$ cat src/rtl/alu_op_queue.sv
// alu_op_queue: DEPTH-entry FIFO of {command, a, b} ALU operations.
// Head entry is presented combinationally from storage; there is no bypass
// from the input side, so a pushed op becomes visible one edge later.
module alu_op_queue #(
  parameter int DEPTH = 4,
  parameter int CNTW  = 3
) (
  input  logic            clk,
  input  logic            reset,
  input  logic            in_valid,
  output logic            in_ready,
  input  logic [2:0]      in_command,
  input  logic [31:0]     in_a,
  input  logic [31:0]     in_b,
  input  logic            flush,
  output logic            alu_valid,
  input  logic            alu_accept,
  output logic [2:0]      alu_command,
  output logic [31:0]     alu_a,
  output logic [31:0]     alu_b,
  output logic [CNTW-1:0] count,
  output logic [15:0]     issued
);

  localparam int PTRW = (DEPTH > 1) ? $clog2(DEPTH) : 1;

  typedef struct packed {
    logic [2:0]  cmd;
    logic [31:0] a;
    logic [31:0] b;
  } op_t;

  op_t             mem [DEPTH];
  logic [PTRW-1:0] head, tail;
  logic            push, pop;
  op_t             head_op;

  // Handshakes; flush suppresses both sides, a full queue refuses a push
  // even when the head is popped in the same cycle.
  always_comb begin
    in_ready  = !reset && (count != CNTW'(DEPTH)) && !flush;
    alu_valid = (count != '0);
    push      = in_valid && in_ready;
    pop       = alu_valid && alu_accept && !flush;
  end

  // Head entry straight from storage, forced to zero while empty.
  always_comb begin
    head_op     = alu_valid ? mem[head] : '0;
    alu_command = head_op.cmd;
    alu_a       = head_op.a;
    alu_b       = head_op.b;
  end

  // Storage write at the tail; contents are never cleared.
  always_ff @(posedge clk) begin
    if (push) mem[tail] <= '{cmd: in_command, a: in_a, b: in_b};
  end

  // Pointers, occupancy and issue counter. DEPTH is a power of two, so the
  // pointers wrap naturally; occupancy comes from the count register.
  always_ff @(posedge clk or posedge reset) begin
    if (reset) begin
      head   <= '0;
      tail   <= '0;
      count  <= '0;
      issued <= '0;
    end else if (flush) begin
      head  <= '0;
      tail  <= '0;
      count <= '0;
    end else begin
      if (push) tail <= tail + PTRW'(1);
      if (pop) begin
        head   <= head + PTRW'(1);
        issued <= issued + 16'd1;
      end
      case ({push, pop})
        2'b10:   count <= count + CNTW'(1);
        2'b01:   count <= count - CNTW'(1);
        default: count <= count;
      endcase
    end
  end

endmodule

$ cat config.mk
export PLATFORM = sky130hd
export DESIGN_NAME = alu_op_queue
export DESIGN_NICKNAME = d
export VERILOG_FILES = /design/src/rtl/alu_op_queue.sv
export SDC_FILE = /design/constraint.sdc
export NUM_CORES = 1
export LEC_CHECK = 0
export ABC_AREA = 1
export CAP_MARGIN = 20
export CORE_MARGIN = 8
export CORE_UTILIZATION = 59
export DETAILED_ROUTE_END_ITERATION = 8
export PLACE_DENSITY = 0.95
export SLEW_MARGIN = 20
export SYNTH_ARGS = -nofsm -noshare
export SYNTH_HDL_FRONTEND = slang
export SYNTH_SLANG_ARGS = --single-unit
$ cat constraint.sdc
create_clock -name clk -period 11.91 [get_ports clk]
set_input_delay 2.382 -clock clk [delete_from_list [all_inputs] [get_ports clk]]
set_output_delay 2.382 -clock clk [all_outputs]
set_load 0.05 [all_outputs]
# After elaboration in Yosys (flattened, before gate mapping)
# Memories as Yosys holds them, arrays and structs flattened.
# Cells that the tools add are included.
[totals]
mem_bits_rw = 268
inputBits = 72
register_bits = 23
mem_count = 1
elab_cells = 35
[mem_list]
columns = ["name", "words", "width", "read_ports", "rd_ports_with_merged_regs", "wr", "line_no", "rtl"]
rows = [
  ["mem", 4, 67, 1, 0, 1, "33", "op_t mem [DEPTH];"],
]
[classes]
n_reduce_logical = 12
bitwise = 1
mux = 9
n_eq_ne = 3
n_addsub = 5
[ops]
columns = ["operator", "n"]
rows = [
  ["67-bit two-way mux", 1],
  ["16-bit by 1-bit adder with 16-bit output (second input constant)", 1],
  ["2-bit two-way mux", 4],
  ["3-bit one-hot mux with 2 select lines", 1],
  ["3-bit nonzero test", 2],
  ["1-bit logical AND", 5],
  ["2-bit by 1-bit adder with 2-bit output (second input constant)", 2],
  ["2-bit nonzero test", 2],
  ["3-bit by 1-bit adder with 3-bit output (second input constant)", 1],
  ["3-bit two-way mux", 1],
  ["3-bit inequality test (second input constant)", 1],
  ["3-bit by 1-bit subtractor with 3-bit output (second input constant)", 1],
  ["2-bit by 1-bit == test with 1-bit output (second input constant)", 1],
  ["2-bit == test (second input constant)", 1],
  ["1-bit zero test", 2],
  ["1-bit two-way mux", 2],
  ["2-bit AND reduction", 1],
  ["1-bit NOT", 1],
]

# Logic depth before layout (Yosys ltp)
[logic_depth]
depth_word = 7
ltp_mapped = 13
depth_no_buf = 13

# Worst setup path before layout
# OpenSTA, ideal clock, no wires.
[synth_timing]
kind = "input -> register"
startpoint = "in flush"
endpoint = "mem mem[0][0] (netlist bit), enable pin"
setup_slack_ps = 5914
stages = 3
arrival_ps = 5503
n_path_buf = 0
required_time_ps = 11417
path_cell_list = "nor2_2 nand3_2 nor2_1"
[synth_between]
elab_chain_len = 5
[synth_lines]
columns = ["item", "line_no", "rtl"]
rows = [
  ["start: declaration", "15", "input logic flush,"],
  ["1-bit zero test", "41", "in_ready = !reset && (count != CNTW'(DEPTH)) && !flush;"],
  ["1-bit logical AND", "41", ""],
  ["1-bit logical AND", "43", "push = in_valid && in_ready;"],
  ["1-bit two-way mux", "57", "if (push) mem[tail] <= '{cmd: in_command, a: in_a, b: in_b};"],
  ["1-bit two-way mux (not written as such)", "57", ""],
  ["end: declaration", "33", ""],
]
# No other way between the ends.

# Worst setup path after layout
[layout_timing]
startpoint = "in flush"
endpoint = "out in_ready"
[layout_between]
elab_chain_len = 2
[layout_lines]
columns = ["item", "line_no", "rtl"]
rows = [
  ["1-bit zero test", "41", ""],
  ["1-bit logical AND", "41", ""],
  ["end: declaration", "11", "output logic in_ready,"],
]
# No other way between the ends.

==> run summary <==
The flow ran to the end, and the final reports show no timing, DRC or antenna violations. The run gives 1063 as the synthesized netlist net count. The category of the most critical setup path is input pin to output port. The tools report the number of standard cells in the layout, taps in and fillers out as 1415. The area inside the core boundary was 19530 sq um; the static leakage was 5.022 nW.

After synthesis, flip-flops and latches occupy 73.38% of the total area. The slowest stage of the critical path is the sky130_fd_sc_hd__clkdlybuf4s50_1 cell. The die covers 24690 sq um. The maximum net fanout on the critical path is 4. The logs give 0 for the aggregate global routing overflow and 34.7% for the sequential cell fraction of total power. The H-tree level count is 1. For the finished layout, the period the worst path requires is 6.432 ns. The largest single stage delay on the critical path is 0.79 ns. The synthesized design contains 291 register bits. The number of gates resized after CTS was 0. The maximum resistive drop on vdd was 0.0001971 V.

At the worst endpoint, the arrival time is 4.05 ns. Setup repair after global routing left no endpoint under its margin. The count of input and output buffers is 159, and the cell area after technology mapping is 11750 sq um.

The insertion delay of the later-clocked pin in the worst-skew pair is 0.54 ns. The cell that appears most often on the critical path is sky130_fd_sc_hd__clkdlybuf4s50_1. Summing the areas of all xor and xnor instances in the mapped netlist gives 0.8092% of the synthesized area.

In this run the worst hold path is classified as register to register. The tools report the total CTS buffers as 28. The routed layout has 7975 vias. Traced cell by cell, the critical path runs through clkdlybuf4s50_1 -> nor2_2 -> nand2_1 -> inv_1 -> clkdlybuf4s50_1. The total of max-cap violations is 0, and the total routed wirelength is 27100 um. In this run the deepest clock path goes through 3 buffers. TritonCTS built the clock tree. After clock tree synthesis, the setup repair step added 0 buffers.

Of the total synthesized cell area, the portion taken by AND, OR, NAND and NOR gates is 12.65%. The yosys synthesis warning count was 0. Overall power consumption after layout is estimated at 3.462 mW. From left edge to right edge, the die measures 157.1 um.

The mean instance size in the synthesized netlist is 11.93 sq um, and the max-slew violation count is 0. For the via count of the first global-routing pass, the log shows 8064. STA classifies the critical path endpoint as an output port.

The total track usage was 21.75%; the worst-case headroom to the max-slew limit was 28.84%. Detailed-route wire length per cell: 19.15 um. At the end of the flow, the number of nets in the layout was 1207. In this run, placement finished with an instance count of 1364.

In the synthesized netlist, the number of instances is 985. Based on the critical path, the design can be clocked at up to 155.5 MHz. Number of hold buffers added after cts: 0. For this run, design rule violations remaining after detail routing come to 0.

For the portion of total power attributed to combinational logic, the log shows 40.0%. Switching part of the total power: 40.52%. Entering global routing, the biggest net connects 136 pins. Routability-driven placement finished with a final weighted congestion of 0.8528.

The fraction of final layout cells sized beyond drive strength 1 works out to 5.652%. The slew at the pin closest to its max-slew limit is 1.067 ns, and the antenna diode count is 0. The synthesized design contains 268 enable-type register cells.

Detailed placement ended at an HPWL of 15290 um. The internal power component was 2.059 mW; the post-synthesis async set-or-reset flop share was 7.904%. CTS placed an instance of sky130_fd_sc_hd__clkbuf_16 at the clock tree root. After synthesis, the share of cell area in mux cells is 0%.

The setup skew after layout was 0.02470 ns; the initial antenna violation count was 1. For this configuration, the core starts out at a cell density of 60.18%. Once detail routing completed, the nets flagged for antenna violations numbered 0. The detailed-router iteration count before antenna repair was 6; the power density normalized to cell area was 240.0 nW/um^2. In the final timing run, aggregate negative setup slack is 0 ns. Clock-pin slew was measured on the worst setup and hold paths at 0.06 ns. Clock tree synthesis found a total of 291 sinks.

The share of power burned in the clock network was 25.3%; the final number of setup-violating endpoints was 0. Synthesis instantiated 29 different standard cells from the library. Summing the areas of all fa, ha and maj instances in the mapped netlist gives 0.7027% of the synthesized area. The tightest hold path in the finished design has a slack of 0.5366 ns. The first global-routing pass estimated 41900 um of wire.

Summing the areas of all compound-gate instances in the mapped netlist gives 9.221% of the synthesized area. The most frequently used flop master after synthesis was sky130_fd_sc_hd__edfxtp_1. The worst setup path is launched from an input pin.

The final-report hold violation count is 0. For the net load switching power, the log shows 1.403 mW. The y dimension of the die is 157.1 um. For the worst setup path, the data required time is 9.53 ns.

Using the TritonRoute via totals, the vias-per-cell ratio works out to 5.636. After synthesis, the largest family of logic cells by area is simple AND/OR/NAND/NOR gates. During I/O placement, the number of pins put on the boundary was 160.

After the first detailed-routing iteration, the DRC count stood at 711. Synthesis-to-layout area growth: 22.75%. The tools report the number of rows in the core area as 51. Final worst-path cycle share: 54.01%.
==> sequential cells by signal, indices dropped and copies added, names as in the netlist <==
register / cells
count: 3
head: 2
issued: 16
mem: 268
tail: 2
==> cell type report <==
type	instances	area, sq um
Clock buffer	34	723.2
Clock inverter	17	195.2
Fill cell	1223	5101
Inverter	30	117.6
Multi-Input combinational cell	611	2778
Sequential cell	291	8628
Tap cell	265	331.6
Timing Repair Buffer	167	1652
==> through the flow <==
step	area [sq um]	utilization (%)	setup WS, ns
2_1_floorplan	11750	-	5.914
3_3_place_gp	13500	69.16	5.487
3_5_place_dp	13500	69.16	5.473
4_1_cts	14420	73.86	5.474
5_1_grt	14430	73.88	5.419
6_report	14430	73.88	5.478
==> power by group through the flow <==
stage               sequential, mW  clock, mW  combinational, mW
detailed placement            1.22          0               1.38
global placement              1.22          0               1.35
global route                  1.21      0.930               1.45
finish                        1.20      0.875               1.38
floorplan                     1.24          0              0.909
CTS                           1.20      0.885               1.39
==> routing by layer <==
metal / wire, um / global-route usage [%] / vias to the layer above / share of wire [%]
li1: - / - / 3691 / -
met1: 10180 / 25.72 / 3854 / 38
met2: 14080 / 39.47 / 375 / 52
met3: 2240 / 4.277 / 53 / 8.3
met4: 595 / 6.618 / 2 / 2.2
met5: 13 / 0 / - / 0.048
==> synthesized netlist by cell type (all sizes together), types with 3 or more instances <==
cell type | n | share of area [%]
a21oi | 71 | 3.0
buf | 33 | 1.6
clkbuf | 20 | 0.68
dfrtp | 23 | 4.9
edfxtp | 268 | 68
ha | 5 | 0.53
inv | 30 | 0.98
nand2 | 74 | 2.5
nand3 | 10 | 0.47
nor2 | 294 | 9.6
o21ai | 144 | 6.1
xnor2 | 7 | 0.52
xor2 | 3 | 0.29
==> worst paths after layout <==
check,start,to,slack (ns),depth (start not counted)
hold reg to reg,issued[3]$_DFFE_PP0P_,issued[3]$_DFFE_PP0P_,0.54,1
min in group asynchronous,reset,count[2]$_DFFE_PP0P_,2.43,2
setup / recovery,flush,in_ready,5.48,5
setup reg to reg,count[0]$_DFFE_PP0P_,mem[2][44]$_DFFE_PP_,9.54,5
hold / removal,issued[3]$_DFFE_PP0P_,issued[3]$_DFFE_PP0P_,0.54,1
max in group asynchronous,reset,head[0]$_DFFE_PP0P_,8.80,2
==> worst max-delay path: cells and delay by family <==
kind | cells | cell delay, ns
and+or+nand+nor | 2 | 0.28
buffers and inverters | 3 | 1.39
==> cell families (layout without fill, tap and decap cells) <==
logic type,after synthesis,in the layout
AO/OA/AOI/OAI,216,216
adder cells (fa/ha/maj),6,6
XOR/XNOR,10,10
buffers and inverters,83,248
AND/OR/NAND/NOR,379,379
flip-flops,291,291
==> placed cells by master (no fill, tap or decap) <==
cell	instances
sky130_fd_sc_hd__a21oi_1	71
sky130_fd_sc_hd__buf_4	8
sky130_fd_sc_hd__bufinv_16	4
sky130_fd_sc_hd__clkbuf_1	6
sky130_fd_sc_hd__clkbuf_16	28
sky130_fd_sc_hd__clkdlybuf4s50_1	159
sky130_fd_sc_hd__clkinv_1	8
sky130_fd_sc_hd__clkinv_2	2
sky130_fd_sc_hd__clkinv_8	1
sky130_fd_sc_hd__clkinvlp_4	1
sky130_fd_sc_hd__dfrtp_1	21
sky130_fd_sc_hd__dfrtp_2	1
sky130_fd_sc_hd__dfrtp_4	1
sky130_fd_sc_hd__edfxtp_1	268
sky130_fd_sc_hd__fa_1	1
sky130_fd_sc_hd__ha_1	5
sky130_fd_sc_hd__inv_1	24
sky130_fd_sc_hd__inv_2	5
sky130_fd_sc_hd__inv_6	1
sky130_fd_sc_hd__inv_8	1
sky130_fd_sc_hd__nand2_1	72
sky130_fd_sc_hd__nand2_4	2
sky130_fd_sc_hd__nand3_1	9
sky130_fd_sc_hd__nand3_2	1
sky130_fd_sc_hd__nand4_1	1
sky130_fd_sc_hd__nor2_1	286
sky130_fd_sc_hd__nor2_2	2
sky130_fd_sc_hd__nor2_4	5
sky130_fd_sc_hd__nor2_8	1
sky130_fd_sc_hd__o21ai_0	125
sky130_fd_sc_hd__o21ai_1	19
sky130_fd_sc_hd__o21bai_1	1
sky130_fd_sc_hd__xnor2_1	7
sky130_fd_sc_hd__xor2_1	2
sky130_fd_sc_hd__xor2_2	1
Note: power is estimated with default switching activity, not from simulation.
